File: src/rtl/csr_arbiter_if.sv
// Bundle of requester-side and CSR-side signals shared by the arbiter and its environment.
// Latency: none (wires only); slave modport is the arbiter's view, master is the environment's.
// Backpressure: requesters hold req_i until their one-cycle ack_o pulse.
interface csr_arbiter_if #(
  parameter int NREQ   = 2,
  parameter int ADDR_W = 8,
  parameter int DATA_W = 32
);
  // requester side
  logic [NREQ-1:0]        req_i;
  logic [NREQ-1:0]        lock_i;
  logic [NREQ-1:0]        we_i;
  logic [NREQ*ADDR_W-1:0] addr_i;
  logic [NREQ*DATA_W-1:0] wdata_i;
  logic [NREQ-1:0]        ack_o;
  logic [DATA_W-1:0]      rdata_o;
  logic                   busy_o;
  // CSR register-block side
  logic                   cs;
  logic                   we;
  logic [ADDR_W-1:0]      addr;
  logic [DATA_W-1:0]      wdata;
  logic [DATA_W-1:0]      rdata;

  modport slave (
    input  req_i, lock_i, we_i, addr_i, wdata_i, rdata,
    output ack_o, rdata_o, busy_o, cs, we, addr, wdata
  );

  modport master (
    output req_i, lock_i, we_i, addr_i, wdata_i, rdata,
    input  ack_o, rdata_o, busy_o, cs, we, addr, wdata
  );
endinterface

File: src/rtl/csr_arbiter.sv
// Round-robin arbiter sharing one CSR bus between NREQ requesters, with bounded lock bursts.
// Latency: request sampled in IDLE -> cs in next cycle -> ack_o/rdata_o the cycle after (3-cycle txn).
// Backpressure: requests are held off while busy; a waiting requester keeps req_i high until acked.
module csr_arbiter #(
  parameter int NREQ     = 2,
  parameter int ADDR_W   = 8,
  parameter int DATA_W   = 32,
  parameter int LOCK_MAX = 4
) (
  input  logic             clk,
  input  logic             rst,
  csr_arbiter_if.slave     bus
);
  localparam int IDX_W = (NREQ > 1) ? $clog2(NREQ) : 1;

  typedef enum logic [1:0] {IDLE, GRANT, RESP} state_t;

  state_t            r_state;
  state_t            w_state_nxt;
  logic [IDX_W-1:0]  r_gnt;
  logic [IDX_W-1:0]  r_ptr;
  logic [IDX_W-1:0]  w_win;
  logic [IDX_W-1:0]  w_gnt_inc;
  logic              w_any;
  logic [3:0]        r_lock_cnt;
  logic              r_we;
  logic [ADDR_W-1:0] r_addr;
  logic [DATA_W-1:0] r_wdata;
  logic [DATA_W-1:0] r_rdata;
  logic              w_cs;
  logic              w_busy;
  logic [NREQ-1:0]   w_ack;

  // Round-robin search starting at ptr; scanning from the far end down lets the nearest hit win.
  always_comb begin
    int j;
    w_win = r_ptr;
    w_any = 1'b0;
    for (int i = NREQ - 1; i >= 0; i--) begin
      j = int'(r_ptr) + i;
      if (j >= NREQ) j = j - NREQ;
      if (bus.req_i[j]) begin
        w_win = IDX_W'(j);
        w_any = 1'b1;
      end
    end
  end

  // Index following the current grant, wrapping at NREQ.
  always_comb begin
    w_gnt_inc = (r_gnt == IDX_W'(NREQ - 1)) ? '0 : r_gnt + IDX_W'(1);
  end

  // State register.
  always_ff @(posedge clk) begin
    if (rst) r_state <= IDLE;
    else     r_state <= w_state_nxt;
  end

  // Next-state and phase outputs: cs only in GRANT, ack only in RESP.
  always_comb begin
    w_state_nxt = r_state;
    w_cs        = 1'b0;
    w_busy      = 1'b0;
    w_ack       = '0;
    case (r_state)
      IDLE: begin
        if (w_any) w_state_nxt = GRANT;
      end
      GRANT: begin
        w_cs        = 1'b1;
        w_busy      = 1'b1;
        w_state_nxt = RESP;
      end
      RESP: begin
        w_busy       = 1'b1;
        w_ack[r_gnt] = 1'b1;
        w_state_nxt  = IDLE;
      end
      default: w_state_nxt = IDLE;
    endcase
  end

  // Grant capture, bus field latching, read-data capture and pointer/lock bookkeeping.
  always_ff @(posedge clk) begin
    if (rst) begin
      r_gnt      <= '0;
      r_ptr      <= '0;
      r_lock_cnt <= '0;
      r_we       <= 1'b0;
      r_addr     <= '0;
      r_wdata    <= '0;
      r_rdata    <= '0;
    end else begin
      case (r_state)
        IDLE: begin
          // Latched copies let the requester move on as soon as it is granted.
          if (w_any) begin
            r_gnt   <= w_win;
            r_we    <= bus.we_i[w_win];
            r_addr  <= bus.addr_i[int'(w_win)*ADDR_W +: ADDR_W];
            r_wdata <= bus.wdata_i[int'(w_win)*DATA_W +: DATA_W];
          end
        end
        GRANT: begin
          // Captured on writes as well; the value is simply what the block returned.
          r_rdata <= bus.rdata;
        end
        RESP: begin
          // Keeping ptr on the locked winner only favours it; it still needs req_i high to win.
          if (bus.lock_i[r_gnt] && (r_lock_cnt < 4'(LOCK_MAX - 1))) begin
            r_lock_cnt <= r_lock_cnt + 4'd1;
            r_ptr      <= r_gnt;
          end else begin
            r_lock_cnt <= '0;
            r_ptr      <= w_gnt_inc;
          end
        end
        default: ;
      endcase
    end
  end

  assign bus.cs      = w_cs;
  assign bus.busy_o  = w_busy;
  assign bus.ack_o   = w_ack;
  assign bus.rdata_o = r_rdata;
  assign bus.we      = r_we;
  assign bus.addr    = r_addr;
  assign bus.wdata   = r_wdata;
endmodule

File: src/flat_wrapper.sv
// flat-port wrapper written by rule: the top's interface ports become plain ports
module csr_arbiter_flat 
#(
  parameter int NREQ     = 2,
  parameter int ADDR_W   = 8,
  parameter int DATA_W   = 32,
  parameter int LOCK_MAX = 4
)
  (clk, rst, bus_req_i, bus_lock_i, bus_we_i, bus_addr_i, bus_wdata_i, bus_rdata, bus_ack_o, bus_rdata_o, bus_busy_o, bus_cs, bus_we, bus_addr, bus_wdata);
  csr_arbiter_if #(.NREQ(NREQ), .ADDR_W(ADDR_W), .DATA_W(DATA_W)) bus_i ();
  input  logic clk;
  input  logic rst;
  input wire logic [$bits(bus_i.req_i)-1:0] bus_req_i;
  input wire logic [$bits(bus_i.lock_i)-1:0] bus_lock_i;
  input wire logic [$bits(bus_i.we_i)-1:0] bus_we_i;
  input wire logic [$bits(bus_i.addr_i)-1:0] bus_addr_i;
  input wire logic [$bits(bus_i.wdata_i)-1:0] bus_wdata_i;
  input wire logic [$bits(bus_i.rdata)-1:0] bus_rdata;
  output wire logic [$bits(bus_i.ack_o)-1:0] bus_ack_o;
  output wire logic [$bits(bus_i.rdata_o)-1:0] bus_rdata_o;
  output wire logic [$bits(bus_i.busy_o)-1:0] bus_busy_o;
  output wire logic [$bits(bus_i.cs)-1:0] bus_cs;
  output wire logic [$bits(bus_i.we)-1:0] bus_we;
  output wire logic [$bits(bus_i.addr)-1:0] bus_addr;
  output wire logic [$bits(bus_i.wdata)-1:0] bus_wdata;
  assign bus_i.req_i = bus_req_i;
  assign bus_i.lock_i = bus_lock_i;
  assign bus_i.we_i = bus_we_i;
  assign bus_i.addr_i = bus_addr_i;
  assign bus_i.wdata_i = bus_wdata_i;
  assign bus_i.rdata = bus_rdata;
  assign bus_ack_o = bus_i.ack_o;
  assign bus_rdata_o = bus_i.rdata_o;
  assign bus_busy_o = bus_i.busy_o;
  assign bus_cs = bus_i.cs;
  assign bus_we = bus_i.we;
  assign bus_addr = bus_i.addr;
  assign bus_wdata = bus_i.wdata;
  csr_arbiter #(.NREQ(NREQ), .ADDR_W(ADDR_W), .DATA_W(DATA_W), .LOCK_MAX(LOCK_MAX)) u_core (.clk(clk), .rst(rst), .bus(bus_i));
endmodule
File: config.mk
export PLATFORM = sky130hd
export DESIGN_NAME = csr_arbiter_flat
export DESIGN_NICKNAME = d
export VERILOG_FILES = /design/src/rtl/csr_arbiter_if.sv /design/src/rtl/csr_arbiter.sv /design/src/flat_wrapper.sv
export SDC_FILE = /design/constraint.sdc
export NUM_CORES = 1
export LEC_CHECK = 0
export CELL_PAD_IN_SITES_DETAIL_PLACEMENT = 0
export CELL_PAD_IN_SITES_GLOBAL_PLACEMENT = 1
export CORE_MARGIN = 2
export CORE_UTILIZATION = 30
export CTS_CLUSTER_SIZE = 24
export DETAILED_ROUTE_END_ITERATION = 10
export GPL_ROUTABILITY_DRIVEN = 0
export HOLD_SLACK_MARGIN = 0.03
export PLACE_DENSITY = 0.93
export SYNTH_ARGS = -nofsm -noshare
export SYNTH_HDL_FRONTEND = slang
export SYNTH_SLANG_ARGS = --single-unit
File: constraint.sdc
create_clock -name clk -period 2.4 [get_ports clk]
set_input_delay 0.24 -clock clk [delete_from_list [all_inputs] [get_ports clk]]
set_output_delay 0.24 -clock clk [all_outputs]
set_load 0.005 [all_outputs]
==> results of run 1 <==
-- state kept, by name (all words and copies together), names as in the netlist --
signal and flops:
u_core.r_ptr 1, u_core.bus.rdata_o 32, u_core.bus.wdata 32, u_core.r_state 2
u_core.r_lock_cnt 4, u_core.bus.we 1, u_core.r_gnt 1, u_core.bus.addr 8
-- through the flow --
step           util, %  cell area [sq um]  setup slack (ps)  instances
3_3_place_gp      47.0               5860               357        761
2_1_floorplan        -               3800               920        429
5_1_grt           49.5               6170               195        777
3_5_place_dp      47.0               5860               335        761
6_report          49.5               6170               374        777
4_1_cts           49.5               6170               307        777
-- power by group through the flow --
stage / Sequential (mW) / Combinational (mW) / Clock, mW
after floorplan: 1.59 / 0.463 / 0
after global placement: 1.59 / 1.03 / 0
after detailed placement: 1.59 / 1.05 / 0
after CTS: 1.56 / 1.06 / 1.45
after global routing: 1.58 / 1.14 / 1.51
final: 1.56 / 1.05 / 1.40
-- synthesized netlist by cell type --
library cell and number:
mux2_2 1, dfxtp_1 81, nor3_1 2, a2111oi_0 1, nor2_1 34, nand4_1 1, and2_1 1, buf_1 3
a311o_1 1, inv_2 1, o311a_1 41, maj3_2 1, ha_1 4, mux2i_1 33, o2111ai_1 41, nand4b_1 1
inv_1 85, nor2b_1 1, clkbuf_1 25, nand2_1 3, o21ai_1 1, nor3b_1 5, a21oi_1 44, buf_6 4
o211ai_1 1, buf_2 13
-- final cells by class --
cell class,instances,area [sq um]
inverter,86,323
sequential,81,1620
fill,1131,6300
clock inverter,4,51.3
tap,172,215
multi-input combinational,217,1650
timing repair buffer,205,2040
clock buffer,12,256
-- cell families after synthesis --
group / after synthesis
adder cells (fa/ha/maj): 5
AND/OR/NAND/NOR: 48
flip-flops: 81
buffers and inverters: 131
multiplexers: 34
AO/OA/AOI/OAI: 130
-- routing by layer --
| layer | share of wire [%] | up-vias |
|---|---|---|
| li1 | - | 1863 |
| met1 | 40 | 1809 |
| met2 | 48 | 168 |
| met3 | 11 | 14 |
| met4 | 1.3 | 0 |
| met5 | 0 | - |
-- critical path: cells and delay by family (launching register included) --
family | cells | cell delay (ps)
flops | 1 | 330
simple gates | 1 | 110
buf+inv | 3 | 740
fa+ha+maj | 1 | 280
-- final timing paths --
path                                            from              endpoint  slack (ps)  cells past startpoint
worst min-delay path                    bus_req_i[1]          u_core.r_gnt         400                      3
worst max register to register     u_core.r_state[1]  u_core.bus.wdata[14]         670                      5
worst max-delay path               u_core.r_state[0]          bus_ack_o[0]         370                      5
worst min register to register  u_core.r_lock_cnt[1]  u_core.r_lock_cnt[1]         470                      2
==> metrics, run 1 <==
fin nets 724; clk slew on worst S/H paths about 60 ps; clk_skew 6.64 ps; IR Drop Worst-Case VDD 0.000437 V; Synth Area in Simple Gates 5.63%; CP max FO 7; pwr/cell area 651 nW/um^2; flops & latches, synth 81; crit path kind flip-flop to primary output; met2 Use GR 28.8%; Root Buffer Master clkbuf_16; Yosys warning count 0; post-synthesis sequential area ratio between 40% and 50%; DIE HEIGHT 117 um; clock share of power 34.9%; max-slew violations 0; largest cells by area after synthesis dfxtp_1 43%, o311a_1 11%, o2111ai_1 9.5%, mux2i_1 8.7%, inv_1 8.4%; # rows 41; Max Freq approximately 500 MHz; met1 Use GR 20.3%; most frequent cells in the layout 194 x clkdlybuf4s50_1, 85 x inv_1, 80 x dfxtp_1, 44 x a21oi_1; Worst slew margin ~44%; Cell Area, Synth 3800 sq um; multiplexer share of the synthesized area around 9.0%; arrival time at the worst endpoint 1790 ps; Final min period 2030 ps; CP peak stage delay 530 ps; Initial Utilization a little under a third; worst path cell trace inv_1 > ha_1 > inv_1 > nor2_1 > clkdlybuf4s50_1; ANT cells 0; DRT Pass-1 Iters 4; Die Width 117 um; Tot Pwr about 4.0 mW; max_cap viols 0; CP Data Required Time approximately 2200 ps; Buffers on Ports a little under 200; Remaining Overflow, GRT 0; setup_tns 0 ps; Tot GR Track Use 17.3%; commonest non-fill, non-tap cell in the layout clkdlybuf4s50_1; combinational family with the most area after synthesis compound AO/OA/AOI/OAI gates; Post-Synth XOR/XNOR Area 0%; largest net degree at the start of global routing 57; Hold Violations, Final 0; clock sinks slightly above 80; sequential share of power 38.9%; WHS between 300 and 400 ps; Synth cell types 26; Total Wirelength 11.9 mm; Post-route DRC 0; DR vias/cell 4.96; Hold Path Class input port to flip-flop; H-tree levels 3; Post-CTS Hold Buffers 0; vias in the first global route 3746; Avg Cell Area, Syn around 8.9 sq um; critical path capture point type primary output; NetSw 1.06 mW; Post-DP HPWL 8.32 mm; first-pass GRT wire length 18.4 mm; post-cts sizing count 0; Worst setup SP type flip-flop; Post-CTS Setup Bufs 0; status completed; busiest grt layer met2; share of layout cells above drive strength 1 5.45%; Syn Nets 553; Final setup viols 0; sw frac 26.3%; CTS Buffer Depth 2; Crit-path slowest cell clkdlybuf4s50_1; Worst-Skew Late Latency 330 ps; Final period util 84.4%; Top Ports 197; core area 12500 sq um; cell internal pwr a little under 3 mW; post-synthesis compound-gate area fraction 26.9%; initial antenna violation count 0; combinational power share 26.1%; Syn-to-layout area delta 62.4%; Synth top area share 42.7%; cell taking the most area after synthesis dfxtp_1; M3 GR Usage 6.85%; Worst-Margin Slew ~840 ps; Syn Inst Count 429; Pleak 2.44 nW; Antenna Nets Post-Route 0; Synth Area in Adders around 1.6%; DIE AREA 13600 sq um; CTS Buf Count 9; drt wl/cell approximately 15 um; RSZ-0062 raised after global routing no; cell mode on critical path inv_1; TritonCTS clock tree yes; via count 3854; Iter 0 DRT Violations 308
(Power assumes the default switching activity.)
==> inputs of run 2 (changes only) <==
- CORE_UTILIZATION: 30 -> 25
- PLACE_DENSITY: 0.93 -> 0.84
- clock period: 2.4 -> 1.7 ns (I/O delays scaled with it)
==> run 2 against run 1 <==
Compared with the run above:
- utilization down 7.7 points
- clock power grew 50%
- hold slack lost 320 ps
- clock-buffer cell count shrank 2
- register-to-register slack got worse by 450 ps
- critical path depth unchanged
- via count is 0.13% higher
- first-iteration DRC count is 59% lower
- worst setup slack got worse by 270 ps
- sequential share of layout area fell by 0.43 points
- critical endpoint unchanged
- highest routed layer unchanged
==> metrics, run 2 (synthesized netlist as in run 1, its figures left out) <==
Final setup viols 0; core area 15000 sq um; DIE HEIGHT 127 um; Crit Reg-Reg Endpoint u_core.bus.wdata[20]; DIE AREA 16200 sq um; drt wl/cell approximately 15 um; Worst setup SP type flip-flop; number of fill cells in the layout 1436; Hold Path Class input port to flip-flop; Hold Violations, Final 0; clk_skew 6.67 ps; RSZ-0062 raised after global routing no; worst path cell trace inv_1 > ha_1 > inv_1 > nor2_1 > dlygate4sd2_1; Tot Pwr 5.82 mW; H-tree levels 3; max-slew violations 0; clock sinks 81; CP max FO 4; Post-Route Utilization 41.7%; initial antenna violation count 0; cell mode on critical path inv_1; Buffers on Ports 196; Post-route DRC 0; CP Buf/Inv Count 3; Iter 0 DRT Violations 126; largest net degree at the start of global routing 47; crit path kind flip-flop to primary output; Tot GR Track Use 14.7%; Root Buffer Master clkbuf_16; vias in the first global route 3980; DP Cell Count around 780; DRT Pass-1 Iters 4; Worst-Skew Late Latency between 300 and 400 ps; Die Width 127 um; Max Freq 628 MHz; CTS Buffer Depth 2; Worst slew margin 64.9%; TritonCTS clock tree yes; critical path capture point type primary output; Cell Count, Final, Fillers Out 798; CTS Buf Count 9; Antenna Nets Post-Route 0; CP Data Required Time about 1500 ps; Remaining Overflow, GRT 0; Pleak 2.51 nW; min-delay src rst; via count 3859; Post-CTS Setup Bufs 0; Syn-to-layout area delta 65.2%; arrival time at the worst endpoint 1420 ps; Post-DP HPWL around 8.4 mm; Setup WS post-layout roughly 110 ps; DR vias/cell 4.84; # rows 45; DP Worst Slack 26.4 ps; first-pass GRT wire length 19.3 mm; Worst-Margin Slew 527 ps; Final min period 1590 ps; most frequent cells in the layout 190 x clkdlybuf4s50_1, 85 x inv_1, 79 x dfxtp_1, 44 x a21oi_1; Final period util a little over nine tenths; Crit-path slowest cell dfxtp_2; commonest non-fill, non-tap cell in the layout clkdlybuf4s50_1; fin nets 729; IR Drop Worst-Case VDD roughly 0.00046 V; Hold Path Cell Cnt 2; ANT cells 0; status completed; clk slew on worst S/H paths ~60 ps; Top Ports 197; Top Family by Delay on Critical Path buffers and inverters; R2R cell count 5; max_cap viols 0; pwr/cell area approximately 930 nW/um^2; setup_tns 0 ps; share of layout cells above drive strength 1 6.39%; Initial Utilization 25.3%; Worst Hold End u_core.r_lock_cnt[0]; Total Wirelength 12.2 mm; reg2reg setup slack ~220 ps; CP peak stage delay approximately 350 ps; worst r2r src u_core.r_state[0]
run 2: worst max-delay path by stage:
stage          slack, ps                  end         startpoint  cells after the start
3_5_place_dp          30  u_core.bus.wdata[2]       bus_req_i[0]                      5
4_1_cts               20               bus_cs  u_core.r_state[1]                      3
6_report             110         bus_ack_o[0]  u_core.r_state[0]                      5
2_1_floorplan        220   u_core.bus.addr[6]  u_core.r_state[0]                      7
3_3_place_gp          50  u_core.bus.wdata[8]       bus_req_i[0]                      5
5_1_grt              0.4         bus_ack_o[0]  u_core.r_state[0]                      5
run 2: per-stage QoR:
stage                     hold WS [ps]  cell area (sq um)
after floorplan                    317               3800
after global placement             416               5950
after detailed placement           429               5950
after CTS                         57.9               6270
after global routing              81.0               6270
final                             78.7               6270
run 2: routing by layer:
layer	global-route usage [%]	vias up	part of all wire, %
met2	24.5	183	45
met5	0	-	0
met3	5.49	16	9.8
li1	-	1872	-
met1	17.0	1788	43
met4	6.33	0	1.9
run 2: final cells by class:
cell class	count	area, sq um	area share (%)
Timing Repair Buffer	210	2120	33.8
Multi-Input combinational cell	217	1650	26.4
Sequential cell	81	1620	25.9
Inverter	86	323	5.15
Tap cell	188	235	3.75
Clock buffer	10	229	3.65
Clock inverter	6	90.1	1.44
run 2: repair_timing:
action,4_1_cts,5_1_grt
gates cloned,0,0
endpoints found under the setup margin,3,1
pin swaps,0,0
hold buffers,0,0
resized for setup,4,1
run 2: report_power, final:
group          switching [mW]  total, mW  internal [mW]  leakage [nW]
sequential              0.111       2.21           2.10         0.669
clock                   0.803       2.10           1.29         0.153
combinational           0.623       1.51          0.884          1.68
